<file path="src/rtl/hazard_scoreboard.sv">
`default_nettype none
// ============================================================================
//  Module   : hazard_scoreboard
//  Purpose  : Stall/forwarding unit for a 5-stage MIPS pipeline driven by
//             Tuse/Tnew records; optional mult/div busy tracking under the
//             HAZARD_MD_EN macro.
//  Revision : 1.0  initial release
// ============================================================================
module hazard_scoreboard #(
    parameter int DATA_W     = 32,
    parameter int RA_W       = 5,
    parameter int TNEW_W     = 2,
    parameter int MD_MUL_LAT = 5,
    parameter int MD_DIV_LAT = 10
) (
    input  logic              clk,
    input  logic              reset,
    input  logic [RA_W-1:0]   D_ra1,
    input  logic [RA_W-1:0]   D_ra2,
    input  logic              D_use1,
    input  logic              D_use2,
    input  logic [TNEW_W-1:0] D_tuse1,
    input  logic [TNEW_W-1:0] D_tuse2,
    input  logic [RA_W-1:0]   D_wa,
    input  logic              D_we,
    input  logic [TNEW_W-1:0] D_tnew,
    input  logic              D_md_start,
    input  logic              D_md_div,
    input  logic              D_md_use,
    input  logic [RA_W-1:0]   E_ra1,
    input  logic [RA_W-1:0]   E_ra2,
    input  logic [RA_W-1:0]   M_ra2,
    input  logic [DATA_W-1:0] rf_d1,
    input  logic [DATA_W-1:0] rf_d2,
    input  logic [DATA_W-1:0] E_d1,
    input  logic [DATA_W-1:0] E_d2,
    input  logic [DATA_W-1:0] M_d2,
    input  logic [DATA_W-1:0] E_res,
    input  logic [DATA_W-1:0] M_res,
    input  logic [DATA_W-1:0] W_res,
    output logic              stall,
    output logic              md_busy,
    output logic [DATA_W-1:0] D_fwd1,
    output logic [DATA_W-1:0] D_fwd2,
    output logic [DATA_W-1:0] E_fwd1,
    output logic [DATA_W-1:0] E_fwd2,
    output logic [DATA_W-1:0] M_fwd2
);

    typedef struct packed {
        logic              we;
        logic [RA_W-1:0]   wa;
        logic [TNEW_W-1:0] tnew;
    } rec_t;

    localparam rec_t C_BUBBLE = '0;

    rec_t e_q, e_d;
    rec_t m_q, m_d;
    rec_t w_q, w_d;

    logic w_reg_stall;
    logic w_md_stall;

    function automatic logic hit(input rec_t r, input logic [RA_W-1:0] a);
        return r.we && (r.wa == a) && (a != '0);
    endfunction

    // The youngest matching stage decides: it supplies data once tnew is 0,
    // otherwise it hides older stages and the unforwarded value passes through.
    function automatic logic [DATA_W-1:0] fwd3(
        input rec_t              y,
        input rec_t              o,
        input rec_t              oo,
        input logic [RA_W-1:0]   a,
        input logic [DATA_W-1:0] y_res,
        input logic [DATA_W-1:0] o_res,
        input logic [DATA_W-1:0] oo_res,
        input logic [DATA_W-1:0] dflt
    );
        logic [DATA_W-1:0] v;
        v = dflt;
        if (hit(y, a)) begin
            if (y.tnew == '0) v = y_res;
        end else if (hit(o, a)) begin
            if (o.tnew == '0) v = o_res;
        end else if (hit(oo, a)) begin
            if (oo.tnew == '0) v = oo_res;
        end
        return v;
    endfunction

    function automatic logic src_stall(
        input rec_t              e,
        input rec_t              m,
        input logic              use_src,
        input logic [RA_W-1:0]   a,
        input logic [TNEW_W-1:0] tuse
    );
        return use_src && ((hit(e, a) && (e.tnew > tuse)) ||
                           (hit(m, a) && (m.tnew > tuse)));
    endfunction

    always_comb begin
        w_reg_stall = src_stall(e_q, m_q, D_use1, D_ra1, D_tuse1) ||
                      src_stall(e_q, m_q, D_use2, D_ra2, D_tuse2);
        stall       = w_reg_stall || w_md_stall;

        D_fwd1 = fwd3(e_q, m_q, w_q, D_ra1, E_res, M_res, W_res, rf_d1);
        D_fwd2 = fwd3(e_q, m_q, w_q, D_ra2, E_res, M_res, W_res, rf_d2);
        E_fwd1 = fwd3(C_BUBBLE, m_q, w_q, E_ra1, E_res, M_res, W_res, E_d1);
        E_fwd2 = fwd3(C_BUBBLE, m_q, w_q, E_ra2, E_res, M_res, W_res, E_d2);
        M_fwd2 = fwd3(C_BUBBLE, C_BUBBLE, w_q, M_ra2, E_res, M_res, W_res, M_d2);
    end

    always_comb begin
        e_d = C_BUBBLE;
        if (!stall) begin
            e_d.we   = D_we;
            e_d.wa   = D_wa;
            e_d.tnew = D_tnew;
        end
        m_d = e_q;
        if (e_q.tnew != '0) m_d.tnew = e_q.tnew - 1'b1;
        w_d      = m_q;
        w_d.tnew = '0;
    end

    always_ff @(posedge clk or negedge reset) begin
        if (!reset) begin
            e_q <= C_BUBBLE;
            m_q <= C_BUBBLE;
            w_q <= C_BUBBLE;
        end else begin
            e_q <= e_d;
            m_q <= m_d;
            w_q <= w_d;
        end
    end

`ifdef HAZARD_MD_EN
    localparam int C_MAX_LAT = (MD_DIV_LAT > MD_MUL_LAT) ? MD_DIV_LAT : MD_MUL_LAT;
    localparam int C_CNT_W   = $clog2(C_MAX_LAT + 1);

    logic [C_CNT_W-1:0] md_cnt_q, md_cnt_d;
    logic               e_md_q, e_md_d;
    logic               e_div_q, e_div_d;

    // The counter loads as the issuing instruction leaves E, so busy covers
    // the E cycle plus LAT counter cycles.
    always_comb begin
        e_md_d   = D_md_start && !stall;
        e_div_d  = D_md_div && D_md_start && !stall;
        md_cnt_d = md_cnt_q;
        if (e_md_q)
            md_cnt_d = e_div_q ? C_CNT_W'(MD_DIV_LAT) : C_CNT_W'(MD_MUL_LAT);
        else if (md_cnt_q != '0)
            md_cnt_d = md_cnt_q - 1'b1;
        md_busy    = (md_cnt_q != '0) || e_md_q;
        w_md_stall = D_md_use && md_busy;
    end

    always_ff @(posedge clk or negedge reset) begin
        if (!reset) begin
            md_cnt_q <= '0;
            e_md_q   <= 1'b0;
            e_div_q  <= 1'b0;
        end else begin
            md_cnt_q <= md_cnt_d;
            e_md_q   <= e_md_d;
            e_div_q  <= e_div_d;
        end
    end
`else
    logic w_md_unused;
    assign w_md_unused = ^{D_md_start, D_md_div, D_md_use,
                           1'(MD_MUL_LAT), 1'(MD_DIV_LAT)};
    assign md_busy     = 1'b0;
    assign w_md_stall  = 1'b0;
`endif

endmodule
`default_nettype wire
</file>
<file path="config.mk">
export PLATFORM = sky130hd
export DESIGN_NAME = hazard_scoreboard
export DESIGN_NICKNAME = d
export VERILOG_FILES = /design/src/rtl/hazard_scoreboard.sv
export SDC_FILE = /design/constraint.sdc
export NUM_CORES = 1
export LEC_CHECK = 0
export CAP_MARGIN = 25
export CORE_AREA = 2 2 181 183
export DETAILED_ROUTE_END_ITERATION = 16
export DIE_AREA = 0 0 183 185
export DONT_BUFFER_PORTS = 1
export PLACE_DENSITY = 0.43
export SLEW_MARGIN = 15
export SYNTH_ARGS = -nofsm -noshare
export SYNTH_HDL_FRONTEND = slang
export SYNTH_SLANG_ARGS = --single-unit
</file>
<file path="constraint.sdc">
create_clock -name clk -period 2.1 [get_ports clk]
set_input_delay 0.42 -clock clk [delete_from_list [all_inputs] [get_ports clk]]
set_output_delay 0.42 -clock clk [all_outputs]
set_load 0.02 [all_outputs]
</file>
==> run summary <==
- run status: finished with violations
- failing checks: setup timing
- Die Ht: 185 um
- final setup margin: -0.779 ns
- core outline area: 0.0320 mm2
- slack of the worst reg-to-reg path: 0.12 ns
- kind of start point of the critical path: flop
- depth of the most critical reg-to-reg path: 8
- overflow left after global routing: 0
- max-slew violation count: 0
- final hold violations: 0
- Max Buffers Root-to-Sink: 2
- Post-Syn Area per Cell: 6.37 um2
- number of standard cells in the final layout excluding fillers: 1587
- via count of the first global-routing pass: 8729
- min cycle time layout: 2.88 ns
- Synth area leaders: sky130_fd_sc_hd__nand2_1 15%, sky130_fd_sc_hd__a221oi_1 8.4%, sky130_fd_sc_hd__dfrtp_1 8.3%
- Yosys top cell area share: 15.1%
- highest clock frequency the design can meet: 347 MHz
- CP Data Required Time: 1.68 ns
- detailed router's first-iteration violation count: 411
- number of iterations in the first detailed-routing pass: 5
- commonest non-fill, non-tap cell in the layout: sky130_fd_sc_hd__nand2_1
- number of nets produced by synthesis: 1355
- Worst Clk Skew: 0.00438 ns
- insertion delay to the later sink of the worst-skew pair: 0.26 ns
- fraction of layout cells with a size suffix above 1: 48.7%
- summed instance area of the synthesized netlist: 0.00667 mm2
- leading cell types in the layout, fill and taps excluded: 268 x sky130_fd_sc_hd__nand2_1, 154 x sky130_fd_sc_hd__buf_4, 69 x sky130_fd_sc_hd__inv_1
- Place WS: -0.829 ns
- H-tree depth reported by CTS: 1
- CP Capture Type: output pin
- type of the worst setup path: flop to output pin
- TritonCTS Sinks: 22
- clock tree from TritonCTS: done
- via total after detailed routing: 8774
- CP max FO: 11
- I/O pin cnt: 462
- number of unique standard cell types used by synthesis: 35
- initial standard-cell utilization of the core: 20.8%
- startpoint of the most critical hold path: D_wa[4]
- share of synthesized area occupied by flip-flops and latches: 8.26%
- Pleak: 0.00454 uW
- count of endpoints failing setup in the final report: 161
- drt via density: 5.53
- arrival time of the worst setup path: 2.46 ns
- Antenna Nets Post-Route: 0
- synth-to-layout area growth: 78.6%
- capture instance of the worst register-to-register path: e_q[0]
- clock root cell: sky130_fd_sc_hd__clkbuf_16
- normalized max-slew margin: 64.2%
- Hold Crit Depth: 1
- DRC violations left: 0
- pin count of the biggest net entering global routing: 41
- Synthesis Warnings: 0
- cell count after synthesis: 1047
- Total Routing Usage GR: 22.4%
- wire length per cell after detailed routing: 25.9 um
- Layout Nets: 1488
- DIE AREA: 0.0339 mm2
- RSZ-0062 raised after global routing: yes
- terminating pin of the worst hold path: e_q[6]
- Max VDD drop: 338 uV
- standard-cell rows: 66
- wire length of the first global-routing pass: 57.3 mm
- Diodes inserted: 0
- PortBufs: 0
- Tightest Pin Transition: 0.537 ns
- cell accounting for the most synthesized area: sky130_fd_sc_hd__nand2_1
- number of buffers created by CTS: 3
- antenna violations before repair: 1
- final weighted congestion in routability-driven placement: 0.877
- count of state elements after synthesis: 22
- final wirelength: 41.2 mm
- class of the tightest hold or removal check: primary input to flop
- placed insts: 1533
- Max-cap violations: 0
- Reg2Reg Launch Point: m_q[1]
- period utilization: 137%
- Reg clk slew, reported paths: 0.06 ns
- sum of net half-perimeters after detailed placement: 30.1 mm
- x dimension of the die: 183 um
- power density normalized to cell area: 289 mW/mm2
worst max path at each step:
stage | start | to | slack [ns] | depth (start not counted)
after floorplan | D_ra1[1] | D_fwd1[20] | -0.49 | 7
after global placement | w_q[4] | D_fwd1[20] | -0.85 | 8
after detailed placement | w_q[4] | D_fwd1[20] | -0.83 | 8
after CTS | w_q[6] | D_fwd1[23] | -0.82 | 8
after global routing | w_q[2] | D_fwd2[17] | -0.89 | 10
final | w_q[2] | D_fwd2[17] | -0.78 | 10
synthesized netlist by cell type:
cell                        number
sky130_fd_sc_hd__buf_4           7
sky130_fd_sc_hd__xnor2_1        33
sky130_fd_sc_hd__nor2_1         69
sky130_fd_sc_hd__or4b_1          2
sky130_fd_sc_hd__nand4_1         6
sky130_fd_sc_hd__xor2_1         21
sky130_fd_sc_hd__o31ai_1        64
sky130_fd_sc_hd__a21oi_2        60
sky130_fd_sc_hd__or3_1           2
sky130_fd_sc_hd__nand3_1         1
sky130_fd_sc_hd__inv_1          69
sky130_fd_sc_hd__nand4bb_1       2
sky130_fd_sc_hd__o211ai_1        4
sky130_fd_sc_hd__buf_2          27
sky130_fd_sc_hd__a211oi_1       64
sky130_fd_sc_hd__buf_1           2
sky130_fd_sc_hd__or4_4           2
sky130_fd_sc_hd__or2_2           2
sky130_fd_sc_hd__conb_1          1
sky130_fd_sc_hd__o2111ai_1       2
sky130_fd_sc_hd__nor4_1          9
sky130_fd_sc_hd__o22ai_1        64
sky130_fd_sc_hd__nor2_4          2
sky130_fd_sc_hd__dfrtp_1        22
sky130_fd_sc_hd__nor4_2          1
sky130_fd_sc_hd__nand2_1       268
sky130_fd_sc_hd__nor2b_1         7
sky130_fd_sc_hd__mux2_2         32
sky130_fd_sc_hd__a21oi_1         5
sky130_fd_sc_hd__and2_1         45
sky130_fd_sc_hd__ha_1            8
sky130_fd_sc_hd__nor3_1          8
sky130_fd_sc_hd__clkbuf_1       61
sky130_fd_sc_hd__a221oi_1       64
sky130_fd_sc_hd__buf_6          11
layout make-up:
type | count | area (um2)
Sequential cell | 22 | 558
Fill cell | 3282 | 20100
Clock buffer | 3 | 75.1
Timing Repair Buffer | 236 | 2690
Multi-Input combinational cell | 848 | 7780
Inverter | 69 | 259
Clock inverter | 1 | 30.0
Tap cell | 408 | 510
through the flow:
stage | total power, uW | hold WS (ns) | TNS (ns) | util (%) | cell area [um2]
final | 3440 | 0.286 | -104.34 | 37.2 | 11900
after detailed placement | 2560 | 0.125 | -76.00 | 30.2 | 9670
after global routing | 3620 | 0.285 | -118.75 | 37.2 | 11900
after global placement | 2550 | 0.125 | -73.88 | 30.2 | 9670
after floorplan | 1890 | 0.124 | -38.17 | - | 7820
after CTS | 3310 | 0.283 | -104.61 | 34.8 | 11200
flip-flops by register name, indices dropped and copies added, names as in the netlist:
signal and cells:
e_q 8, m_q 8, w_q 6
per-layer routing:
| layer | up-vias | GRT usage (%) | wire (um) |
|---|---|---|---|
| li1 | 4013 | - | - |
| met3 | 56 | 3.01 | 2690 |
| met4 | 0 | 4.29 | 873 |
| met1 | 4288 | 29.6 | 17500 |
| met5 | - | 0 | 0 |
| met2 | 417 | 39.0 | 20100 |
worst max-delay path, cell delays in order (launching register included):
cell	delay [ns]
sky130_fd_sc_hd__dfrtp_1	0.39
sky130_fd_sc_hd__buf_6	0.13
sky130_fd_sc_hd__xor2_1	0.16
sky130_fd_sc_hd__nor4_2	0.33
sky130_fd_sc_hd__buf_4	0.19
sky130_fd_sc_hd__nor2b_4	0.15
sky130_fd_sc_hd__buf_12	0.18
sky130_fd_sc_hd__buf_12	0.15
sky130_fd_sc_hd__a221oi_4	0.07
sky130_fd_sc_hd__o31ai_2	0.24
sky130_fd_sc_hd__buf_4	0.20
logic make-up (layout without fill, tap and decap cells):
logic type | Yosys count | in the layout | synth area share [%]
DFF | 22 | 22 | 8.26
other | 1 | 1 | 0.0562
buffers and inverters | 177 | 309 | 12.1
AOI/OAI and AO/OA | 327 | 327 | 37.8
and+or+nand+nor | 426 | 426 | 27.8
adders and majority gates | 8 | 8 | 1.50
muxes | 32 | 32 | 5.40
xor gates and xnor gates | 54 | 54 | 7.09
power breakdown:
part | switching (uW) | total, uW | internal [uW] | leakage [uW]
combinational | 1330 | 2410 | 1070 | 0.00424
sequential | 40.8 | 491 | 450 | 0.000253
clock | 168 | 547 | 379 | 0.0000511
total | 1540 | 3440 | 1900 | 0.00454
repair_timing:
item | CTS | global route
setup endpoints to repair | 161 | 161
pin swaps | 43 | 44
hold endpoints to repair | 22 | 0
buffers inserted | 17 | 28
hold buffers | 1 | 0
gates resized for setup | 172 | 79
gates cloned | 9 | 3
(Power assumes the default switching activity.)
